==> src/rtl/cm_pkg.sv <==
// cm_pkg: lane, fault-code, state and indication encodings shared by conflict_monitor
package cm_pkg;
  localparam int LANE_SS_STRAIGHT = 0;
  localparam int LANE_SS_TURN     = 1;
  localparam int LANE_CS_STRAIGHT = 2;
  localparam int LANE_CS_TURN     = 3;
  localparam logic [2:0] FC_NONE     = 3'd0;
  localparam logic [2:0] FC_CONFLICT = 3'd1;
  localparam logic [2:0] FC_INVALID  = 3'd2;
  localparam logic [2:0] FC_G2R      = 3'd3;
  localparam logic [2:0] FC_SHORT_Y  = 3'd4;
  localparam logic [2:0] FC_PED      = 3'd5;
  typedef enum logic [1:0] {STARTUP, MONITOR, FAULT} state_t;
  typedef enum logic [1:0] {IND_R, IND_Y, IND_G, IND_BAD} ind_t;
  function automatic logic [1:0] low_idx(input logic [3:0] v);
    return v[0] ? 2'd0 : v[1] ? 2'd1 : v[2] ? 2'd2 : v[3] ? 2'd3 : 2'd0;
  endfunction
endpackage

==> src/rtl/cm_lane_checker.sv <==
// cm_lane_checker: per-lane indication decode, history, yellow dwell and transition checks
module cm_lane_checker
  import cm_pkg::*;
#(
  parameter int MIN_YELLOW_CYCLES = 3000
) (
  input  logic clk,
  input  logic rst_n,
  input  logic g,
  input  logic y,
  input  logic r,
  output logic active,
  output logic invalid,
  output logic g_to_r,
  output logic short_yellow
);
  localparam int YW = $clog2(MIN_YELLOW_CYCLES + 1);
  ind_t ind, hist_q, hist_d;
  logic [YW-1:0] dwell_q, dwell_d;
  always_comb begin
    ind = ({g, y, r} == 3'b100) ? IND_G : ({g, y, r} == 3'b010) ? IND_Y : ({g, y, r} == 3'b001) ? IND_R : IND_BAD;
    hist_d = ind;
    dwell_d = (ind != IND_Y) ? '0 : (dwell_q == YW'(MIN_YELLOW_CYCLES)) ? dwell_q : dwell_q + YW'(1);
  end
  always_ff @(posedge clk) begin
    if (!rst_n) begin
      hist_q <= IND_R;
      dwell_q <= '0;
    end else begin
      hist_q <= hist_d;
      dwell_q <= dwell_d;
    end
  end
  assign active = g | y;
  assign invalid = ind == IND_BAD;
  assign g_to_r = (hist_q == IND_G) && (ind == IND_R);
  assign short_yellow = (hist_q == IND_Y) && (ind == IND_R) && (dwell_q < YW'(MIN_YELLOW_CYCLES));
endmodule

==> src/rtl/conflict_monitor.sv <==
// conflict_monitor: latches the first unsafe lamp indication and forces all-red flash; CM_FAULT_LOG_EN adds fault_count
module conflict_monitor
  import cm_pkg::*;
#(
  parameter int CLK_HZ            = 1000,
  parameter int FILTER_CYCLES     = 50,
  parameter int MIN_YELLOW_CYCLES = 3000,
  parameter int STARTUP_CYCLES    = 2000,
  parameter int FLASH_HALF_CYCLES = CLK_HZ / 2
) (
  input  logic       clk,
  input  logic       rst_n,
  input  logic [3:0] green,
  input  logic [3:0] yellow,
  input  logic [3:0] red,
  input  logic [1:0] walk,
  input  logic [1:0] hand,
  input  logic       clear_fault,
  output logic       fault,
  output logic [2:0] fault_code,
  output logic [1:0] fault_lane,
  output logic       flash_enable,
`ifdef CM_FAULT_LOG_EN
  output logic       flash_phase,
  output logic [7:0] fault_count
`else
  output logic       flash_phase
`endif
);
  localparam int FW = $clog2(FILTER_CYCLES + 1);
  localparam int SW = $clog2(STARTUP_CYCLES + 1);
  localparam int PW = $clog2(FLASH_HALF_CYCLES + 1);
  logic [3:0] act, bad, g2r, shy;
  logic [1:0] ped, lane, lane_q, lane_d;
  logic [2:0] code, code_q, code_d;
  logic conflict, level, mon, hit_lvl, hit, restart, phase_q, phase_d;
  logic [FW-1:0] filt_q, filt_d;
  logic [SW-1:0] st_cnt_q, st_cnt_d;
  logic [PW-1:0] ph_cnt_q, ph_cnt_d;
  state_t state_q, state_d;
  for (genvar i = 0; i < 4; i++) begin : g_lane
    cm_lane_checker #(.MIN_YELLOW_CYCLES(MIN_YELLOW_CYCLES)) u_lane (
      .clk(clk),
      .rst_n(rst_n),
      .g(green[i]),
      .y(yellow[i]),
      .r(red[i]),
      .active(act[i]),
      .invalid(bad[i]),
      .g_to_r(g2r[i]),
      .short_yellow(shy[i])
    );
  end
  always_comb begin
    ped[0] = walk[0] & (hand[0] | act[LANE_SS_TURN] | act[LANE_CS_STRAIGHT] | act[LANE_CS_TURN]);
    ped[1] = walk[1] & (hand[1] | act[LANE_SS_STRAIGHT] | act[LANE_SS_TURN] | act[LANE_CS_TURN]);
    conflict = |(act & (act - 4'd1));
    level = conflict | (|bad) | (|ped);
    mon = state_q == MONITOR;
    hit_lvl = mon & level & (filt_q >= FW'(FILTER_CYCLES - 1));
    code = (hit_lvl & conflict) ? FC_CONFLICT : (hit_lvl & (|bad)) ? FC_INVALID : (mon & (|g2r)) ? FC_G2R :
           (mon & (|shy)) ? FC_SHORT_Y : (hit_lvl & (|ped)) ? FC_PED : FC_NONE;
    lane = (code == FC_CONFLICT) ? low_idx(act) : (code == FC_INVALID) ? low_idx(bad) :
           (code == FC_G2R) ? low_idx(g2r) : (code == FC_SHORT_Y) ? low_idx(shy) : low_idx({2'b00, ped});
    hit = code != FC_NONE;
    filt_d = !(mon & level) ? '0 : (filt_q == FW'(FILTER_CYCLES)) ? filt_q : filt_q + FW'(1);
    state_d = (state_q == STARTUP) ? ((st_cnt_q == SW'(STARTUP_CYCLES - 1)) ? MONITOR : STARTUP) :
              (state_q == MONITOR) ? (hit ? FAULT : MONITOR) : (clear_fault ? STARTUP : FAULT);
    st_cnt_d = (state_q == STARTUP) ? st_cnt_q + SW'(1) : '0;
    restart = (state_d == MONITOR) | (state_d != state_q);
    ph_cnt_d = (restart | (ph_cnt_q == PW'(FLASH_HALF_CYCLES - 1))) ? '0 : ph_cnt_q + PW'(1);
    phase_d = restart ? 1'b0 : phase_q ^ (ph_cnt_q == PW'(FLASH_HALF_CYCLES - 1));
    code_d = (mon & hit) ? code : (state_d == STARTUP) ? FC_NONE : code_q;
    lane_d = (mon & hit) ? lane : (state_d == STARTUP) ? 2'd0 : lane_q;
  end
  always_ff @(posedge clk) begin
    if (!rst_n) begin
      state_q <= STARTUP;
      filt_q <= '0;
      st_cnt_q <= '0;
      ph_cnt_q <= '0;
      phase_q <= 1'b0;
      code_q <= FC_NONE;
      lane_q <= 2'd0;
    end else begin
      state_q <= state_d;
      filt_q <= filt_d;
      st_cnt_q <= st_cnt_d;
      ph_cnt_q <= ph_cnt_d;
      phase_q <= phase_d;
      code_q <= code_d;
      lane_q <= lane_d;
    end
  end
  assign fault = state_q == FAULT;
  assign flash_enable = state_q != MONITOR;
  assign flash_phase = phase_q;
  assign fault_code = code_q;
  assign fault_lane = lane_q;
`ifdef CM_FAULT_LOG_EN
  logic [7:0] cnt_q, cnt_d;
  always_comb begin
    cnt_d = (mon & hit & (cnt_q != 8'hff)) ? cnt_q + 8'd1 : cnt_q;
  end
  always_ff @(posedge clk) begin
    cnt_q <= !rst_n ? 8'd0 : cnt_d;
  end
  assign fault_count = cnt_q;
`endif
endmodule
==> config.mk <==
export PLATFORM = sky130hd
export DESIGN_NAME = conflict_monitor
export DESIGN_NICKNAME = d
export VERILOG_FILES = /design/src/rtl/cm_pkg.sv /design/src/rtl/cm_lane_checker.sv /design/src/rtl/conflict_monitor.sv
export SDC_FILE = /design/constraint.sdc
export NUM_CORES = 1
export LEC_CHECK = 0
export ABC_AREA = 1
export BUFFER_PORTS_ARGS = -buffer_cell sky130_fd_sc_hd__buf_2
export CELL_PAD_IN_SITES_DETAIL_PLACEMENT = 1
export CELL_PAD_IN_SITES_GLOBAL_PLACEMENT = 2
export CORE_ASPECT_RATIO = 1.4
export CORE_UTILIZATION = 38
export CTS_CLUSTER_SIZE = 40
export DETAILED_ROUTE_END_ITERATION = 16
export PLACE_DENSITY = 0.9
export SLEW_MARGIN = 20
export SYNTH_ARGS = -nofsm -noshare
export SYNTH_HDL_FRONTEND = slang
export SYNTH_SLANG_ARGS = --single-unit
==> constraint.sdc <==
create_clock -name clk -period 3.53 [get_ports clk]
set_input_delay 0.8825 -clock clk [delete_from_list [all_inputs] [get_ports clk]]
set_output_delay 0.8825 -clock clk [all_outputs]
set_load 0.02 [all_outputs]
==> results of run 1 <==
-- kinds of logic (layout without fill, tap and decap cells) --
logic type	count (synthesis)	in the layout	synth area share, %
AND/OR/NAND/NOR	321	321	33.2
flip-flops	90	90	38.7
adder cells (fa/ha/maj)	14	14	3.76
XOR/XNOR	14	14	2.63
buffers and inverters	108	152	8.70
AO/OA/AOI/OAI	106	106	13.0
-- sequential cells by signal, indices dropped and copies added, names as in the netlist --
name                   count
g_lane.u_lane.dwell_q     48
st_cnt_q                  11
ph_cnt_q                   9
g_lane.u_lane.hist_q       8
filt_q                     6
fault_code                 3
fault_lane                 2
state_q                    2
flash_phase                1
-- final cells by class --
type                            instances  area share (%)
Tap cell                              147            3.48
Clock buffer                            9            4.26
Multi-Input combinational cell        455            46.3
Timing Repair Buffer                   29            2.88
Clock inverter                          7            1.44
Sequential cell                        90            34.1
Inverter                              107            7.59
-- per-stage QoR --
step	instances	area [um2]
global placement	828	4990
floorplan	653	4660
detailed placement	828	4990
CTS	844	5290
global route	844	5290
finish	844	5290
-- power by group through the flow --
| stage | combinational [mW] | sequential, mW | clock, mW |
|---|---|---|---|
| final | 0.106 | 1.04 | 0.974 |
| after detailed placement | 0.107 | 1.06 | 0 |
| after floorplan | 0.0672 | 1.06 | 0 |
| after CTS | 0.108 | 1.04 | 1.01 |
| after global placement | 0.102 | 1.06 | 0 |
| after global routing | 0.121 | 1.04 | 1.06 |
-- cells in the mapped netlist, types with 3 or more instances --
library cell	number
nor2_4	6
nand2_1	109
nand3_1	34
nor2_2	8
xor2_1	9
inv_2	3
nand2_4	3
nor3_1	33
nand4_1	13
nand2_2	9
o21ai_0	37
xnor2_1	5
nor2_1	82
nand3b_1	5
inv_1	103
dfxtp_1	90
nor3b_1	8
ha_1	14
a21oi_1	51
-- worst max-delay path, cell delays in order --
cell       delay, ns
buf_2           0.12
nor2_2          0.21
nand2_1         0.14
nand3_1         0.15
nand2_2         0.09
nor2_4          0.17
nand2_4         0.08
nand4_4         0.10
nand2_2         0.07
inv_2           0.06
nand2_2         0.06
nand2_4         0.08
nand3_2         0.08
inv_2           0.10
o2111ai_4       0.12
nor2_4          0.14
nand2_4         0.11
a21oi_2         0.13
-- path summary, 6_finish.rpt --
check	end	slack [ns]
hold reg to reg	st_cnt_q[0]$_SDFF_PN0_	0.46
setup / recovery	ph_cnt_q[4]$_SDFF_PP0_	0.90
hold / removal	st_cnt_q[0]$_SDFF_PN0_	0.46
setup reg to reg	ph_cnt_q[4]$_SDFF_PP0_	0.96
-- metal layers --
metal	share of wire, %	wire (um)
met5	0	0
met4	2.5	292
met2	55	6380
met1	39	4520
met3	2.7	312
==> impl_metrics.py, run 1 <==
metrics = {
    "hold_path": {
        "min_path_cells": 1,
        "hold_path.class": "register to register",
        "holdCritStartpoint": "st_cnt_q[0]$_SDFF_PN0_",
    },
    "synthesis": {
        "syn_area_um2": 4660,
        "synth-seq-cells": 90,
        "ys_async_sr_fraction_pct": 0,
        "ys_top_cells_by_area": "dfxtp_1, nand2_1, inv_1",
        "avgSynthCellArea_um2": 7.13,
        "synth-main-ff-cell": "dfxtp_1",
        "synth_edf_count": 0,
        "synthCells": 653,
        "synth_top_area_share_pct": 38.7,
        "synth_nets": 686,
        "yosys_warnings": 0,
        "ys_types": 42,
        "synth-seq-area-share_pct": 38.7,
        "synth_top_area_cell": "dfxtp_1",
    },
    "setup_path": {
        "critPathMaxFanout": 8,
        "startpoint": "yellow[2]",
        "rr_startpoint": "filt_q[0]$_SDFFE_PN0P_",
        "crit_type": "input port to register",
        "cp_data_arrival_time_ns": 2.91,
        "critPathCaptureType": "register",
        "critPathLaunchType": "input port",
        "reg2reg_depth": 13,
        "critPathRequiredTime_ns": 3.81,
    },
    "die": {
        "fp.dieArea_um2": 12700,
        "core_um2": 11900,
        "die_w_um": 95.6,
        "start_util_pct": 39.2,
        "pin_count": 27,
        "die_y_um": 133,
        "row_count": 47,
    },
    "final_layout": {
        "area_growth_pct": 13.6,
        "multiInputGateArea_um2": 2450,
        "finalNetCount": 725,
        "layout_commonest_cell": "nand2_1",
        "seq_area_um2": 1800,
        "diodes": 0,
        "final_layout_size_suffix_gt1_share_pct": 12.6,
        "final_util_pct": 44.5,
        "fillerInstances": 1560,
        "mostFrequentLayoutCells": "nand2_1, inv_1, dfxtp_1, nor2_1, a21oi_1",
    },
    "grt": {
        "grt_use_met2_pct": 38.5,
        "grt-busiest-layer": "met2",
        "grt_pass1_vias": 4533,
        "gr-total-overflow": 0,
        "antenna_found_initial": 0,
        "grtUsageTotal_pct": 20.0,
        "gr-usage-met1_pct": 20.2,
        "grt_pass1_wl_mm": 20.0,
        "use_met3_pct": 3.91,
        "grt_max_degree": 17,
    },
    "clock_tree": {
        "post_cts_resized": 0,
        "clock_tree.root_cell": "clkbuf_16",
        "clock-sinks": 90,
        "post_cts_buffers": 0,
        "worst_skew_pair.late_latency_ns": 0.34,
        "hold_buffers": 0,
        "clk_pin_slew_ns": 0.07,
        "numCtsBuffers": 9,
        "cts_tree": "built",
        "clockBufferDepth": 2,
        "htreeDepth": 3,
    },
    "sta": {
        "grt_setup_unrepaired": "false",
        "fin_crit_ns": 2.63,
        "fin_ws_ns": 0.897,
        "fmax_mhz": 380,
        "fin_hold_ws_ns": 0.457,
        "finalHoldViolCount": 0,
        "setup_tns_ns": 0,
        "period_share_pct": 74.6,
        "finalSetupViolCount": 0,
        "worstMarginPinSlew_ns": 0.699,
        "slew_headroom_pct": 53.3,
        "finClkSkew_ns": 0.00598,
        "report.final.slew_viol_count": 0,
    },
    "power_and_ir_drop": {
        "seq_power_share_pct": 49.0,
        "combPwrFrac_pct": 5.0,
        "finalPower_mw": 2.12,
        "p_clk_share_pct": 46.0,
        "switching_share_pct": 23.5,
        "internal_power_mw": 1.62,
        "p_leak_nw": 2.00,
        "ir_worst_vdd_uv": 272,
        "power_density_nw_per_um2": 400,
        "p_sw_uw": 498,
    },
    "placed_design": {
        "portBuffers": 26,
        "dp_hpwl_mm": 9.29,
        "dp_worst_setup_slack_ns": 0.520,
        "gp_congestion": 0.806,
    },
    "detailed_routing": {
        "wire_per_inst_um": 13.6,
        "totalWireLength_mm": 11.5,
        "vias": 4287,
        "route.detailed.drc": 0,
        "drt_iter0_drc": 88,
        "firstDrtPassIters": 4,
        "vias_per_cell": 5.08,
        "final_antenna_net_count": 0,
    },
    "run": {
        "maxCapViolations": 0,
    },
    "run_status": {
        "status": "complete, no violations",
    },
}
(Power assumes the default switching activity.)
==> inputs of run 2 (changes only) <==
- ABC_AREA: 1 -> 0
- CORE_UTILIZATION: 38 -> 37
- PLACE_DENSITY: 0.9 -> 0.84
- clock period: 3.53 -> 2.65 ns (I/O delays scaled with it)
==> impl_metrics.py, run 2 <==
metrics = {
    "run_status": {
        "status": "complete, no violations",
    },
    "sta": {
        "finalSetupViolCount": 0,
        "finalHoldViolCount": 0,
        "slew_headroom_pct": 52.0,
        "report.final.slew_viol_count": 0,
        "fin_crit_ns": 2.36,
        "fin_ws_ns": 0.287,
        "grt_setup_unrepaired": "false",
        "fin_hold_ws_ns": 0.461,
        "finClkSkew_ns": 0.00554,
        "worstMarginPinSlew_ns": 0.709,
        "fmax_mhz": 423,
        "setup_tns_ns": 0,
        "period_share_pct": 89.2,
    },
    "synthesis": {
        "synth-xor-area-share_pct": 14.6,
        "syn_area_um2": 4490,
        "synth_most_common_cell": "nor2_1",
        "avgSynthCellArea_um2": 8.51,
        "synth_top_family_by_area": "simple AND/OR/NAND/NOR gates",
        "yosys_warnings": 0,
        "synth_nets": 561,
        "ys_types": 57,
        "muxShareOfSynthArea_pct": 0.891,
        "synth_fa_ha_area_share_pct": 3.90,
        "synth-seq-cells": 90,
        "synth-main-ff-cell": "dfxtp_1",
        "synth_edf_count": 0,
        "ys_top_cells_by_count": "nor2_1, dfxtp_1, xor2_1",
        "yosys.area_share.simple_pct": 27.7,
        "ys_async_sr_fraction_pct": 0,
        "ys_top_cells_by_area": "dfxtp_1, nor2_1, xor2_1",
        "synthCells": 528,
        "synth-seq-area-share_pct": 40.1,
        "synth_compound_area_share_pct": 10.1,
        "synth_top_area_cell": "dfxtp_1",
        "synth_top_area_share_pct": 40.1,
    },
    "clock_tree": {
        "clock_tree.root_cell": "clkbuf_16",
        "clock-sinks": 90,
        "post_cts_resized": 0,
        "htreeDepth": 3,
        "cts_tree": "built",
        "clk_pin_slew_ns": 0.06,
        "numCtsBuffers": 9,
        "clockBufferDepth": 2,
        "post_cts_buffers": 0,
        "hold_buffers": 0,
        "worst_skew_pair.late_latency_ns": 0.34,
    },
    "final_layout": {
        "seq_area_um2": 1800,
        "largest-register": "g_lane.u_lane.dwell_q",
        "largest_register_ffs": 48,
        "mostFrequentLayoutCells": "nor2_1, dfxtp_1, xor2_1, xnor2_1, nand3_1",
        "multiInputGateArea_um2": 2570,
        "diodes": 0,
        "area_growth_pct": 13.5,
        "fillerInstances": 1452,
        "final_layout_size_suffix_gt1_share_pct": 10.6,
        "finalNetCount": 594,
        "reg_top3": "g_lane.u_lane.dwell_q: 48 flops, st_cnt_q: 11 flops, ph_cnt_q: 9 flops",
        "layout_commonest_cell": "nor2_1",
        "final_cell_area_um2": 5100,
    },
    "setup_path": {
        "worstSetupEndpoint": "fault_lane[1]$_SDFFE_PN0P_",
        "critPathMaxFanout": 6,
        "critical_path.top_delay_family": "simple AND/OR/NAND/NOR gates",
        "path_depth": 9,
        "cp_data_arrival_time_ns": 2.63,
        "critPathCaptureType": "register",
        "critPathLaunchType": "register",
        "startpoint": "filt_q[1]$_SDFFE_PN0P_",
        "rr_startpoint": "filt_q[1]$_SDFFE_PN0P_",
        "critical-path-max-stage-delay_ns": 0.52,
        "slowest_stage": "or4b_1",
        "reg2reg_depth": 9,
        "reg2reg_slack_ns": 0.29,
        "crit_buf_inv": 1,
        "critPathRequiredTime_ns": 2.92,
        "r2r-end": "fault_lane[1]$_SDFFE_PN0P_",
        "crit_type": "register to register",
        "crit_chain": "inv_1, ha_1, or4b_1, and4_1, o21ai_2, nand4_2, o31ai_4, o21ai_0, a21oi_1",
    },
    "detailed_routing": {
        "vias": 3747,
        "wire_per_inst_um": 15.0,
        "firstDrtPassIters": 4,
        "totalWireLength_mm": 10.7,
        "route.detailed.drc": 0,
        "vias_per_cell": 5.26,
        "drt_iter0_drc": 84,
        "final_antenna_net_count": 0,
    },
    "power_and_ir_drop": {
        "power_density_nw_per_um2": 548,
        "p_leak_nw": 1.83,
        "ir_worst_vdd_uv": 304,
    },
    "die": {
        "fp.dieArea_um2": 12600,
        "pin_count": 27,
        "start_util_pct": 38.0,
        "row_count": 47,
        "die_y_um": 132,
        "die_w_um": 95.1,
        "core_um2": 11800,
    },
    "placed_design": {
        "gp_congestion": 0.852,
        "dpl-instance-area_um2": 4810,
        "portBuffers": 26,
        "dp_hpwl_mm": 7.97,
        "dp_worst_setup_slack_ns": 0.00792,
    },
    "hold_path": {
        "hold_path.class": "register to register",
        "min_path_cells": 1,
        "holdCritStartpoint": "ph_cnt_q[0]$_SDFF_PP0_",
    },
    "run": {
        "maxCapViolations": 0,
    },
    "grt": {
        "grt_pass1_vias": 3837,
        "grtUsageTotal_pct": 18.2,
        "grt_pass1_wl_mm": 18.2,
        "gr-total-overflow": 0,
        "antenna_found_initial": 0,
        "grt_max_degree": 15,
    },
}
==> run 2: stage by stage <==
step | instances | utilization, % | power (mW)
after detailed placement | 697 | 40.7 | 1.57
after CTS | 712 | 43.1 | 2.83
after global routing | 712 | 43.1 | 2.90
after floorplan | 528 | - | 1.51
final | 712 | 43.1 | 2.80
after global placement | 697 | 40.7 | 1.56
==> run 2: how the worst min path moves through the flow <==
stage / endpoint
after detailed placement: ph_cnt_q[0]$_SDFF_PP0_
after floorplan: st_cnt_q[0]$_SDFF_PN0_
after CTS: st_cnt_q[0]$_SDFF_PN0_
final: ph_cnt_q[0]$_SDFF_PP0_
after global routing: st_cnt_q[0]$_SDFF_PN0_
after global placement: st_cnt_q[0]$_SDFF_PN0_
==> run 2: metal layers <==
layer  wire length [um]  GRT usage, %  vias up
li1                   -             -     1870
met1               4710          22.0     1825
met2               5460          31.4       38
met3                259          2.48       14
met4                236          8.08        0
met5                  0             0        -
==> run 2: logic make-up (layout without fill, tap and decap cells) <==
group / count (synthesis) / after routing
adder cells (fa/ha/maj): 14 / 14
AND/OR/NAND/NOR: 252 / 252
flip-flops: 90 / 90
multiplexers: 4 / 4
buffers and inverters: 30 / 67
AO/OA/AOI/OAI: 63 / 63
XOR/XNOR: 75 / 75
==> run 2: where the power goes <==
part	total, mW	internal (mW)	leakage [nW]	switching [mW]
logic	0.153	0.0620	0.961	0.0908
clock network	1.26	0.724	0.138	0.534
registers	1.38	1.37	0.729	0.0123
total	2.80	2.16	1.83	0.637
==> run 2: area by class of cell <==
type,count,share of cell area (%)
multi-input combinational,408,50.4
clock buffer,10,4.49
sequential,90,35.3
inverter,18,1.33
tap,147,3.61
timing repair buffer,34,3.73
clock inverter,5,1.10
==> run 2: worst reg2reg max path, cell delays in order, from the launching register on <==
cell and delay (ns):
dfxtp_1 0.37, inv_1 0.09, ha_1 0.18, or4b_1 0.52, and4_1 0.29, o21ai_2 0.10
nand4_2 0.14, o31ai_4 0.30, o21ai_0 0.13, a21oi_1 0.16
==> inputs of run 3 (changes only) <==
- CORE_UTILIZATION: 37 -> 40
- GPL_ROUTABILITY_DRIVEN: unset -> 0
- PLACE_DENSITY: 0.84 -> 0.89
- clock period: 2.65 -> 2.9 ns (I/O delays scaled with it)
==> impl_metrics.py, run 3 (same netlist as run 2, synthesis figures left out) <==
metrics = {
    "detailed_routing": {
        "wire_per_inst_um": 15.5,
        "vias": 3779,
        "drt_iter0_drc": 97,
        "route.detailed.drc": 0,
        "firstDrtPassIters": 4,
        "final_antenna_net_count": 0,
        "totalWireLength_mm": 10.9,
        "vias_per_cell": 5.40,
    },
    "power_and_ir_drop": {
        "ir_worst_vdd_uv": 230,
        "p_leak_nw": 1.82,
        "switching_share_pct": 22.0,
        "p_sw_uw": 609,
        "power_density_nw_per_um2": 542,
        "p_clk_share_pct": 49.3,
        "internal_power_mw": 2.16,
        "seq_power_share_pct": 45.8,
        "combPwrFrac_pct": 4.9,
    },
    "grt": {
        "grt_pass1_wl_mm": 18.6,
        "grtUsageTotal_pct": 19.8,
        "grt_pass1_vias": 3944,
        "gr-total-overflow": 0,
        "antenna_found_initial": 0,
        "grt_max_degree": 17,
    },
    "die": {
        "die_w_um": 91.6,
        "row_count": 45,
        "start_util_pct": 41.3,
        "fp.dieArea_um2": 11700,
        "core_um2": 10900,
        "pin_count": 27,
        "die_y_um": 127,
    },
    "sta": {
        "fin_crit_ns": 2.44,
        "fin_hold_ws_ns": 0.439,
        "report.final.slew_viol_count": 0,
        "fmax_mhz": 410,
        "setup_tns_ns": 0,
        "finClkSkew_ns": 0.00571,
        "worstMarginPinSlew_ns": 0.704,
        "fin_ws_ns": 0.458,
        "grt_setup_unrepaired": "false",
        "finalSetupViolCount": 0,
        "finalHoldViolCount": 0,
        "period_share_pct": 84.2,
        "slew_headroom_pct": 52.4,
    },
    "setup_path": {
        "critPathCaptureType": "output port",
        "crit_buf_inv": 2,
        "critical_path.top_delay_family": "simple AND/OR/NAND/NOR gates",
        "reg2reg_depth": 9,
        "slowest_stage": "nor2b_1",
        "crit_type": "register to output port",
        "critPathRequiredTime_ns": 2.17,
        "crit_chain": "nor2b_1, inv_1, buf_2",
        "critPathMaxFanout": 9,
        "startpoint": "state_q[0]$_SDFF_PN0_",
        "reg2reg_slack_ns": 0.54,
        "rr_startpoint": "filt_q[1]$_SDFFE_PN0P_",
        "path_depth": 3,
        "cp_data_arrival_time_ns": 1.72,
        "critical-path-max-stage-delay_ns": 0.56,
        "critPathLaunchType": "register",
    },
    "final_layout": {
        "area_growth_pct": 13.5,
        "finalNetCount": 587,
        "largest_register_ffs": 48,
        "mostFrequentLayoutCells": "nor2_1, dfxtp_1, xor2_1, xnor2_1, nand3_1",
        "final_cell_area_um2": 5100,
        "diodes": 0,
        "largest-register": "g_lane.u_lane.dwell_q",
        "final_util_pct": 46.9,
        "layout_commonest_cell": "nor2_1",
        "reg_top3": "g_lane.u_lane.dwell_q: 48 flops, st_cnt_q: 11 flops, ph_cnt_q: 9 flops",
        "final_layout_size_suffix_gt1_share_pct": 9.84,
    },
    "hold_path": {
        "hold_path.class": "register to register",
        "holdCritStartpoint": "st_cnt_q[0]$_SDFF_PN0_",
        "min_path_cells": 1,
    },
    "clock_tree": {
        "clk_pin_slew_ns": 0.07,
        "post_cts_resized": 0,
        "htreeDepth": 3,
        "numCtsBuffers": 9,
        "hold_buffers": 0,
        "worst_skew_pair.late_latency_ns": 0.34,
        "post_cts_buffers": 0,
        "clockBufferDepth": 2,
        "clock_tree.root_cell": "clkbuf_16",
        "clock-sinks": 90,
        "cts_tree": "built",
    },
    "placed_design": {
        "dp_worst_setup_slack_ns": 0.157,
        "dp_hpwl_mm": 8.14,
        "dpl-instance-area_um2": 4750,
        "portBuffers": 26,
    },
    "run": {
        "maxCapViolations": 0,
    },
    "run_status": {
        "status": "complete, no violations",
    },
}
run 3: changes by cell type in the layout (fill, tap and decap cells not counted):
cell | previous run | this run
clkinv_2 | 2 | 0
bufinv_16 | 1 | 3
buf_4 | 8 | 1
inv_6 | 0 | 2
clkbuf_1 | 1 | 0
run 3: layer usage:
layer	share of wire, %	GRT usage [%]	vias to the layer above	routed length [um]
li1	-	-	1865	-
met1	44	22.5	1851	4750
met2	52	36.5	42	5650
met3	2.0	2.98	21	217
met4	2.5	8.40	0	267
met5	0	0	-	0
run 3: area by class of cell:
class / count / area (um2)
fill: 1289 / 5770
multi-input combinational: 408 / 2570
sequential: 90 / 1800
clock buffer: 9 / 225
tap: 141 / 176
timing repair buffer: 27 / 138
clock inverter: 7 / 124
inverter: 18 / 67.6
run 3: metrics by stage:
step                cells  power [mW]
finish                700        2.76
detailed placement    684        1.43
CTS                   700        2.80
global route          700        2.86
floorplan             528        1.38
global placement      684        1.42
run 3: worst register-to-register path: stages, from the launching register on:
cell	delay, ns
dfxtp_1	0.38
inv_1	0.09
ha_1	0.18
or4b_1	0.51
and4_1	0.29
o21ai_2	0.10
nand4_2	0.14
o31ai_4	0.32
o21ai_0	0.12
a21oi_1	0.15
run 3: power groups by stage:
stage               sequential [mW]  combinational [mW]  clock, mW
floorplan                      1.29              0.0913          0
global placement               1.29               0.130          0
detailed placement             1.29               0.136          0
CTS                            1.26               0.137       1.40
global route                   1.27               0.153       1.44
finish                         1.27               0.135       1.36
run 3: worst paths after layout:
| path | to |
|---|---|
| worst min register to register | st_cnt_q[0]$_SDFF_PN0_ |
| worst min-delay path | st_cnt_q[0]$_SDFF_PN0_ |
| worst max-delay path | flash_enable |
| worst max register to register | fault_code[2]$_SDFFE_PN0P_ |
